==> config.mk <==
export PLATFORM = sky130hd
export DESIGN_NAME = line_mem_arbiter_flat
export DESIGN_NICKNAME = d
export VERILOG_FILES = /design/src/rtl/line_mem_arbiter_if.sv /design/src/rtl/line_mem_arbiter.sv /design/src/flat_wrapper.sv
export SDC_FILE = /design/constraint.sdc
export NUM_CORES = 2
export LEC_CHECK = 0
export ABC_AREA = 1
export CAP_MARGIN = 10
export CORE_AREA = 5 5 386 388
export DETAILED_ROUTE_END_ITERATION = 10
export DIE_AREA = 0 0 391 393
export PLACE_DENSITY = 0.63
export SYNTH_ARGS = -nofsm -noshare
export SYNTH_HDL_FRONTEND = slang
export SYNTH_SLANG_ARGS = --single-unit
==> constraint.sdc <==
create_clock -name clk -period 2.4 [get_ports clk]
set_input_delay 0.72 -clock clk [delete_from_list [all_inputs] [get_ports clk]]
set_output_delay 0.72 -clock clk [all_outputs]
set_load 0.01 [all_outputs]
==> src/rtl/line_mem_arbiter_if.sv <==
// Cache-side and memory-side bus of the line memory arbiter.
// The arbiter takes the slave view; the environment (caches + pmem) takes the master view.
interface line_mem_arbiter_if #(
  parameter int BEAT_WIDTH = 64,
  parameter int NUM_BEATS  = 4
);
  localparam int LINE_WIDTH = BEAT_WIDTH * NUM_BEATS;

  logic                  i_read;
  logic [31:0]           i_addr;
  logic [LINE_WIDTH-1:0] i_rdata;
  logic                  i_resp;

  logic                  d_read;
  logic                  d_write;
  logic [31:0]           d_addr;
  logic [LINE_WIDTH-1:0] d_wdata;
  logic [LINE_WIDTH-1:0] d_rdata;
  logic                  d_resp;

  logic                  pmem_read;
  logic                  pmem_write;
  logic [31:0]           pmem_addr;
  logic [BEAT_WIDTH-1:0] pmem_wdata;
  logic [BEAT_WIDTH-1:0] pmem_rdata;
  logic                  pmem_resp;

  modport slave (
    input  i_read, i_addr, d_read, d_write, d_addr, d_wdata, pmem_rdata, pmem_resp,
    output i_rdata, i_resp, d_rdata, d_resp, pmem_read, pmem_write, pmem_addr, pmem_wdata
  );

  modport master (
    output i_read, i_addr, d_read, d_write, d_addr, d_wdata, pmem_rdata, pmem_resp,
    input  i_rdata, i_resp, d_rdata, d_resp, pmem_read, pmem_write, pmem_addr, pmem_wdata
  );
endinterface

==> src/rtl/line_mem_arbiter.sv <==
// Round-robin arbiter serialising I-cache and D-cache line transfers onto
// a single burst memory port, one beat per pmem_resp.
module line_mem_arbiter #(
  parameter int BEAT_WIDTH = 64,
  parameter int NUM_BEATS  = 4
) (
  input logic               clk,
  input logic               rst,
  line_mem_arbiter_if.slave bus
);
  localparam int               LINE_WIDTH = BEAT_WIDTH * NUM_BEATS;
  localparam int               CNT_W      = (NUM_BEATS > 1) ? $clog2(NUM_BEATS) : 1;
  localparam logic [CNT_W-1:0] LAST_BEAT  = CNT_W'(NUM_BEATS - 1);
  localparam logic [31:0]      ALIGN_MASK = ~32'h0000_001F;

  typedef enum logic [1:0] {IDLE, RD_BURST, WR_BURST, DONE} state_e;
  typedef enum logic {OWN_I, OWN_D} owner_e;

  state_e                state_q, state_d;
  owner_e                owner_q, owner_d;
  owner_e                last_q, last_d;
  owner_e                grant;
  logic [CNT_W-1:0]      beat_q, beat_d;
  logic [LINE_WIDTH-1:0] line_q, line_d;
  logic [LINE_WIDTH-1:0] i_rdata_q, i_rdata_d;
  logic [LINE_WIDTH-1:0] d_rdata_q, d_rdata_d;
  logic [31:0]           addr_q, addr_d;
  logic                  i_pend, d_pend;

  assign i_pend = bus.i_read;
  assign d_pend = bus.d_read | bus.d_write;

  // On a tie the client that was not granted last time wins.
  assign grant = (i_pend && d_pend) ? ((last_q == OWN_I) ? OWN_D : OWN_I)
               : (d_pend ? OWN_D : OWN_I);

  // NOTE: sequential state uses non-blocking assignments so every register
  // samples the pre-edge value of every other register.
  always_ff @(posedge clk or negedge rst) begin
    if (!rst) begin
      state_q   <= IDLE;
      owner_q   <= OWN_I;
      last_q    <= OWN_I;
      beat_q    <= '0;
      addr_q    <= '0;
      // NOTE: the line buffers are plain flops, so resetting them is cheap and
      // guarantees the rdata outputs read zero after reset.
      line_q    <= '0;
      i_rdata_q <= '0;
      d_rdata_q <= '0;
    end else begin
      state_q   <= state_d;
      owner_q   <= owner_d;
      last_q    <= last_d;
      beat_q    <= beat_d;
      addr_q    <= addr_d;
      line_q    <= line_d;
      i_rdata_q <= i_rdata_d;
      d_rdata_q <= d_rdata_d;
    end
  end

  always_comb begin
    // NOTE: every next-state variable defaults to its current value first,
    // so no path through the case statement can infer a latch.
    state_d   = state_q;
    owner_d   = owner_q;
    last_d    = last_q;
    beat_d    = beat_q;
    addr_d    = addr_q;
    line_d    = line_q;
    i_rdata_d = i_rdata_q;
    d_rdata_d = d_rdata_q;

    unique case (state_q)
      IDLE: begin
        if (i_pend || d_pend) begin
          owner_d = grant;
          last_d  = grant;
          if (grant == OWN_I) begin
            addr_d  = bus.i_addr & ALIGN_MASK;
            state_d = RD_BURST;
          end else begin
            addr_d = bus.d_addr & ALIGN_MASK;
            // Write wins over read when the D-cache raises both.
            if (bus.d_write) begin
              line_d  = bus.d_wdata;
              state_d = WR_BURST;
            end else begin
              state_d = RD_BURST;
            end
          end
        end
      end

      RD_BURST, WR_BURST: begin
        if (bus.pmem_resp) begin
          if (state_q == RD_BURST) begin
            line_d[beat_q*BEAT_WIDTH +: BEAT_WIDTH] = bus.pmem_rdata;
          end
          if (beat_q == LAST_BEAT) begin
            beat_d  = '0;
            state_d = DONE;
            // Publish the assembled line together with its final beat so the
            // data is already valid in the resp cycle.
            if (state_q == RD_BURST) begin
              if (owner_q == OWN_I) i_rdata_d = line_d;
              else                  d_rdata_d = line_d;
            end
          end else begin
            beat_d = beat_q + CNT_W'(1);
          end
        end
      end

      DONE:    state_d = IDLE;
      default: state_d = IDLE;
    endcase
  end

  assign bus.pmem_read  = (state_q == RD_BURST);
  assign bus.pmem_write = (state_q == WR_BURST);
  assign bus.pmem_addr  = addr_q;
  assign bus.pmem_wdata = (state_q == WR_BURST) ? line_q[beat_q*BEAT_WIDTH +: BEAT_WIDTH]
                                                : '0;
  assign bus.i_resp     = (state_q == DONE) && (owner_q == OWN_I);
  assign bus.d_resp     = (state_q == DONE) && (owner_q == OWN_D);
  assign bus.i_rdata    = i_rdata_q;
  assign bus.d_rdata    = d_rdata_q;
endmodule

==> src/flat_wrapper.sv <==
// flat-port wrapper written by rule: the top's interface ports become plain ports
module line_mem_arbiter_flat 
#(
  parameter int BEAT_WIDTH = 64,
  parameter int NUM_BEATS  = 4
)
  (clk, rst, bus_i_read, bus_i_addr, bus_d_read, bus_d_write, bus_d_addr, bus_d_wdata, bus_pmem_rdata, bus_pmem_resp, bus_i_rdata, bus_i_resp, bus_d_rdata, bus_d_resp, bus_pmem_read, bus_pmem_write, bus_pmem_addr, bus_pmem_wdata);
  line_mem_arbiter_if #(.BEAT_WIDTH(BEAT_WIDTH), .NUM_BEATS(NUM_BEATS)) bus_i ();
  input logic clk;
  input logic rst;
  input wire logic [$bits(bus_i.i_read)-1:0] bus_i_read;
  input wire logic [$bits(bus_i.i_addr)-1:0] bus_i_addr;
  input wire logic [$bits(bus_i.d_read)-1:0] bus_d_read;
  input wire logic [$bits(bus_i.d_write)-1:0] bus_d_write;
  input wire logic [$bits(bus_i.d_addr)-1:0] bus_d_addr;
  input wire logic [$bits(bus_i.d_wdata)-1:0] bus_d_wdata;
  input wire logic [$bits(bus_i.pmem_rdata)-1:0] bus_pmem_rdata;
  input wire logic [$bits(bus_i.pmem_resp)-1:0] bus_pmem_resp;
  output wire logic [$bits(bus_i.i_rdata)-1:0] bus_i_rdata;
  output wire logic [$bits(bus_i.i_resp)-1:0] bus_i_resp;
  output wire logic [$bits(bus_i.d_rdata)-1:0] bus_d_rdata;
  output wire logic [$bits(bus_i.d_resp)-1:0] bus_d_resp;
  output wire logic [$bits(bus_i.pmem_read)-1:0] bus_pmem_read;
  output wire logic [$bits(bus_i.pmem_write)-1:0] bus_pmem_write;
  output wire logic [$bits(bus_i.pmem_addr)-1:0] bus_pmem_addr;
  output wire logic [$bits(bus_i.pmem_wdata)-1:0] bus_pmem_wdata;
  assign bus_i.i_read = bus_i_read;
  assign bus_i.i_addr = bus_i_addr;
  assign bus_i.d_read = bus_d_read;
  assign bus_i.d_write = bus_d_write;
  assign bus_i.d_addr = bus_d_addr;
  assign bus_i.d_wdata = bus_d_wdata;
  assign bus_i.pmem_rdata = bus_pmem_rdata;
  assign bus_i.pmem_resp = bus_pmem_resp;
  assign bus_i_rdata = bus_i.i_rdata;
  assign bus_i_resp = bus_i.i_resp;
  assign bus_d_rdata = bus_i.d_rdata;
  assign bus_d_resp = bus_i.d_resp;
  assign bus_pmem_read = bus_i.pmem_read;
  assign bus_pmem_write = bus_i.pmem_write;
  assign bus_pmem_addr = bus_i.pmem_addr;
  assign bus_pmem_wdata = bus_i.pmem_wdata;
  line_mem_arbiter #(.BEAT_WIDTH(BEAT_WIDTH), .NUM_BEATS(NUM_BEATS)) u_core (.clk(clk), .rst(rst), .bus(bus_i));
endmodule
# == Word level (Yosys, flattened, before mapping) ==
# Cells that the tools add are included.
# word_totals
register_bits,805
in_bits,390
out_inout_bits,612
elab_cells,55
# classes
add_sub_neg,2
n_eq_ne,9
n_shift,3
muxes,19
n_bitwise,2
n_reduce_logical,13
# ops
operator,n
2-to-1 mux 256 bit,5
one-hot mux 256 bit (2 select lines),1
bitwise mux 256 bit,1
variable shift 64 x 34 -> 256 bit (first input constant),1
indexed part select 256 x 9 -> 64 bit,1
indexed part select 64 x 34 -> 256 bit,1
2-to-1 mux 64 bit,1
negation 8 -> 34 bit,1
2-to-1 mux 32 bit,1
AND reduction 5 bit,3
2-to-1 mux 2 bit,6
equality test 2 bit (second input constant),3
inequality test 2 x 1 -> 1 bit (second input constant),3
one-hot mux 2 bit (3 select lines),1
inequality test 2 bit (second input constant),2
AND reduction 2 bit,2
logical AND 1 bit,3
2-to-1 mux 1 bit,3
AND reduction 3 bit,1
adder 2 x 1 -> 2 bit (second input constant),1
equality test 2 x 1 -> 1 bit (second input constant),1
logical NOT 2 bit,1
nonzero test 2 bit,1
OR reduction 2 bit,1
other kinds (3),3

# == Longest topological paths before layout ==
# logic_depth
depth_word,6
ltp_mapped,14
ltp_nobuf,9

# == Worst setup path after synthesis ==
# No wires, ideal clock.
# synth_timing
kind,register to register
start,reg u_core.beat_q[0]
end,"reg u_core.d_rdata_q[199], in the netlist u_core.bus.d_rdata[199]"
setup_time_ns,0.066
arrival_time_ns,2.298
required_ns,2.334
path_slack_ns,0.036
path_stages_with_launch,12
path_buffers,4
synth_period_minus_slack_ns,2.364
path_cell_list,dfrtp_1 -> buf_2 -> inv_2 -> buf_2 -> clkbuf_1 -> ha_1 -> nor3_2 -> buf_2 -> nand2_1 -> nand2_1 -> nand2_1 -> nand2_1
# synth_via
elab_chain_cells,4
word_cells_on_any_way,7
classes_between,add/sub (1); eq/ne (1); shift (2); mux (2); reduce/logical (1)
# synth_rtl
item,line_no,text
start: declaration,line_mem_arbiter.sv:23,"logic [CNT_W-1:0] beat_q, beat_d;"
start signal: assignment,line_mem_arbiter.sv:55,beat_q <= beat_d;
negation 8 -> 34 bit,line_mem_arbiter.sv:99,line_d[beat_q*BEAT_WIDTH +: BEAT_WIDTH] = bus.pmem_rdata;
indexed part select 64 x 34 -> 256 bit / variable shift 64 x 34 -> 256 bit (equally long branches),line_mem_arbiter.sv:99,
bitwise mux 256 bit,line_mem_arbiter.sv:99,
2-to-1 mux 256 bit,line_mem_arbiter.sv:98,if (state_q == RD_BURST) begin
end signal: assignment,line_mem_arbiter.sv:59,d_rdata_q <= d_rdata_d;
end: declaration,line_mem_arbiter.sv:26,"logic [LINE_WIDTH-1:0] d_rdata_q, d_rdata_d;"
# Several ways; a longest one is shown, not always the timed one.
# A chain may end at the register's enable or synchronous reset.

# == Worst setup path in the final report ==
# layout_timing
start,reg u_core.beat_q[0]
end,out bus_pmem_wdata[47]
# layout_via
elab_chain_cells,2
# layout_rtl
item,line_no,text
indexed part select 256 x 9 -> 64 bit,line_mem_arbiter.sv:124,assign bus.pmem_wdata = (state_q == WR_BURST) ? line_q[beat_q*BEAT_WIDTH +: BEAT_WIDTH]
2-to-1 mux 64 bit,line_mem_arbiter.sv:124,
end: declaration,flat_wrapper.sv:26,output wire logic [$bits(bus_i.pmem_wdata)-1:0] bus_pmem_wdata;
# Every way passes these cells.

==> flow_metrics.py <==
metrics = {
    "status": {
        "outcome": "complete, but fails checks",
        "violations": "negative setup slack",
    },
    "run": {
        "max-cap-violations": 0,
    },
    "global_route": {
        "first_global_vias": 43300,
        "grt_use_total_pct": 26.9,
        "grt_pass1_wl_mm": 304,
        "grt_max_degree": 84,
        "antenna_found_initial": 42,
        "grt_overflow": 0,
    },
    "worst_setup_path": {
        "cp_top_family": "buffers and inverters",
        "path_class": "reg2out",
        "worstRegToRegCells": 15,
        "cp.depth": 8,
        "worst_setup_path_end_kind": "output pin",
        "r2r_slack_ns": -0.37,
        "cp_cell_sequence": "buf_8, buf_16, buf_16, nor2_1, nor2_1, o21ai_2, a21oi_2, buf_6",
        "critPathLaunch": "u_core.beat_q[0]$_DFFE_PN0N_",
        "r2r-end": "u_core.bus.d_rdata[164]$_DFFE_PN0P_",
        "worstPathArrival_ns": 2.34,
        "crit_path_start_kind": "flip-flop",
        "crit_fanout": 8,
        "r2r-start": "u_core.beat_q[0]$_DFFE_PN0N_",
        "max_stage_delay_ns": 0.48,
        "slowest_stage": "dfrtp_4",
        "endpoint": "bus_pmem_wdata[47]",
        "crit_required_ns": 1.68,
        "critical_path_buf_inv_count": 4,
    },
    "sta": {
        "hold_viol": 0,
        "report.final.slew_viol_count": 0,
        "layout_setup_ws_ns": -0.657,
        "relSlewSlack_pct": 63.5,
        "worst_pin_slew_ns": 0.548,
        "rsz0062_at_grt": "true",
        "layout_min_cycle_time_ns": 3.06,
        "setup_viol_count_final": 865,
        "fmax_mhz": 327,
        "period_share_pct": 127,
        "clock-skew-final_ns": 0.0240,
    },
    "cells_and_area": {
        "fin_cells": 9171,
        "drive_gt1_share_pct": 14.2,
        "fin_nets": 7542,
        "final_util_pct": 43.0,
        "syn_to_final_growth_pct": 54.3,
    },
    "logic_synthesis": {
        "ys_seq_area_share_pct": 49.6,
        "ys_ff_latch": 800,
        "syn_area_per_cell_um2": 6.81,
        "netlist.area_leader.share_pct": 49.6,
        "synth.area.top_cells": "dfrtp_1 50%, nand2_1 29%, nor2_1 8.4%",
        "yosys_warnings": 0,
        "syn_area_mm2": 0.0404,
        "yosysUniqueCellTypes": 23,
        "synth.largest_area_cell": "dfrtp_1",
        "synthCells": 5925,
    },
    "worst_hold_path": {
        "min_path_type": "reg2reg",
    },
    "cts": {
        "clock_latency_ns": 0.70,
        "cts_sinks": 800,
        "numCtsBuffers": 95,
        "cts_root_buffer": "clkbuf_16",
        "clk_pin_slew_ns": 0.07,
        "cts_tree": "built",
        "cts.path.max_buffers": 3,
        "cts_max_level": 3,
    },
    "drt": {
        "first_pass_iters": 6,
        "vias": 45000,
        "drtIter0Drc": 4680,
        "viasPerCell": 4.91,
        "wl_per_cell_um": 23.6,
        "ant_nets": 0,
        "drc": 0,
        "wl_mm": 217,
    },
    "place": {
        "io_buffer_count": 986,
        "place.gp.congestion": 0.944,
        "post-dp-hpwl_mm": 153,
        "dp.cells": 8849,
    },
    "die": {
        "die_w_um": 391,
        "die_area_mm2": 0.154,
        "die_h_um": 393,
        "rows": 140,
        "core-area_mm2": 0.145,
        "io-pin-count": 1002,
        "initial_core_util_pct": 27.8,
    },
    "power_and_ir_drop": {
        "p_leak_nw": 32.1,
        "powerDensity_mw_per_mm2": 1460,
        "irDropWorstVdd_mv": 0.799,
    },
}
==> how the worst min path moves through the flow <==
| stage | slack [ns] | end | start | cells past startpoint |
|---|---|---|---|---|
| global route | 0.49 | u_core.bus.d_rdata[141]$_DFFE_PN0P_ | u_core.bus.d_rdata[141]$_DFFE_PN0P_ | 2 |
| finish | 0.48 | u_core.bus.i_rdata[176]$_DFFE_PN0P_ | u_core.bus.i_rdata[176]$_DFFE_PN0P_ | 2 |
| detailed placement | 0.46 | u_core.bus.i_rdata[217]$_DFFE_PN0P_ | u_core.bus.i_rdata[217]$_DFFE_PN0P_ | 2 |
| CTS | 0.45 | u_core.bus.pmem_addr[18]$_DFFE_PN0P_ | rst | 2 |
| floorplan | 0.42 | u_core.beat_q[0]$_DFFE_PN0N_ | rst | 0 |
| global placement | 0.46 | u_core.bus.i_rdata[11]$_DFFE_PN0P_ | u_core.bus.i_rdata[11]$_DFFE_PN0P_ | 2 |
==> report_power, final <==
group	switching, mW	internal [mW]	total [mW]	leakage (nW)
Sequential	4.38	18.8	23.2	10.4
Combinational	30.4	21.3	51.7	20.0
Clock	6.47	9.44	15.9	1.65
Total	41.3	49.5	90.8	32.1
==> placed cells by master, fill, tap and decap left out, types with 5 or more instances in the layout <==
cell,netlist,final
clkinv_2,0,15
buf_8,0,18
bufinv_16,0,14
nand2_1,3155,3090
dfrtp_1,800,796
buf_2,147,31
o21ai_2,0,31
nor2_1,904,799
buf_16,0,37
a21oi_1,66,38
o21ai_4,0,7
a21oi_2,0,26
clkbuf_1,163,15
nor2_2,1,64
or2_2,34,34
nor2_4,1,43
clkinvlp_4,0,5
nand2_4,0,20
dlygate4sd2_1,0,13
conb_1,1,5
diode_2,0,37
clkbuf_16,0,103
nand3_1,292,291
buf_6,0,49
inv_6,0,5
buf_12,0,129
clkdlybuf4s50_1,0,901
clkbuf_8,0,20
buf_4,12,281
inv_1,97,93
nand2_2,0,42
o21ai_0,167,61
o21ai_1,20,88
bufbuf_16,0,11
==> cell usage after synthesis <==
cell,n
nand3_1,292
or2_2,34
nor3_2,1
nor2_1,904
nand2_1,3155
o21ai_1,20
buf_2,147
buf_4,12
conb_1,1
nor2_2,1
nor3_1,1
dfrtp_1,800
inv_1,97
clkbuf_1,163
inv_2,8
a21oi_1,66
o21ai_0,167
ha_1,10
clkbuf_2,1
clkinv_1,1
nor2_4,1
buf_1,42
nor3_4,1
==> stage by stage <==
| step | area (µm²) | setup WS [ns] | setup TNS, ns | hold slack [ns] | power (mW) |
|---|---|---|---|---|---|
| floorplan | 40400 | 0.0361 | 0 | 0.424 | 45.7 |
| global placement | 55600 | -0.475 | -46.02 | 0.462 | 68.3 |
| detailed placement | 55600 | -0.482 | -66.11 | 0.464 | 68.9 |
| CTS | 61300 | -0.748 | -236.43 | 0.453 | 89.1 |
| global route | 62300 | -0.733 | -274.92 | 0.488 | 96.3 |
| finish | 62300 | -0.657 | -175.13 | 0.475 | 90.8 |
==> flip-flops by register name, indices dropped and copies added (netlist names) <==
name                  cells
u_core.owner_q            1
u_core.bus.i_rdata      256
u_core.line_q           256
u_core.bus.d_rdata      256
u_core.bus.pmem_addr     27
u_core.state_q            2
u_core.beat_q             2
==> worst min-delay path, delay by kind of cell (launching register included) <==
family | cells | cell delay [ns]
DFF | 1 | 0.34
and+or+nand+nor | 2 | 0.10
==> kinds of logic (layout without fill, tap and decap cells) <==
family | after synthesis | count (layout) | share of synthesized area (%)
other | 1 | 42 | 0.00929
buffers and inverters | 471 | 1759 | 4.95
AO/OA/AOI/OAI | 253 | 253 | 3.14
flip-flops | 800 | 800 | 49.6
adder cells (fa/ha/maj) | 10 | 10 | 0.310
AND/OR/NAND/NOR | 4390 | 4390 | 42.0
==> what timing repair did <==
action / CTS / global route
cloned: 37 / 8
setup buffers: 64 / 18
resized for setup: 626 / 252
endpoints found under the hold margin: 17 / 0
endpoints found under the setup margin: 908 / 1100
hold buffers: 1 / 0
pin swaps: 83 / 106
==> area by class of cell <==
class                           count  area (µm²)
Sequential cell                   800       20000
Clock inverter                     42         666
Antenna cell                       37        92.6
Tap cell                         1917        2400
Fill cell                       14700       82700
Clock buffer                      130        2710
Inverter                          106         463
Multi-Input combinational cell   4658       19500
Timing Repair inverter              1        16.3
Timing Repair Buffer             1480       16400
==> layer usage <==
layer / global-route usage [%] / up-vias / share of wire, %
li1: - / 20600 / -
met1: 33.3 / 21700 / 39
met2: 43.0 / 2263 / 46
met3: 7.55 / 494 / 9.8
met4: 13.6 / 4 / 5.5
met5: 0 / - / 0.012
No activity file was read; power rests on OpenSTA's default activity.
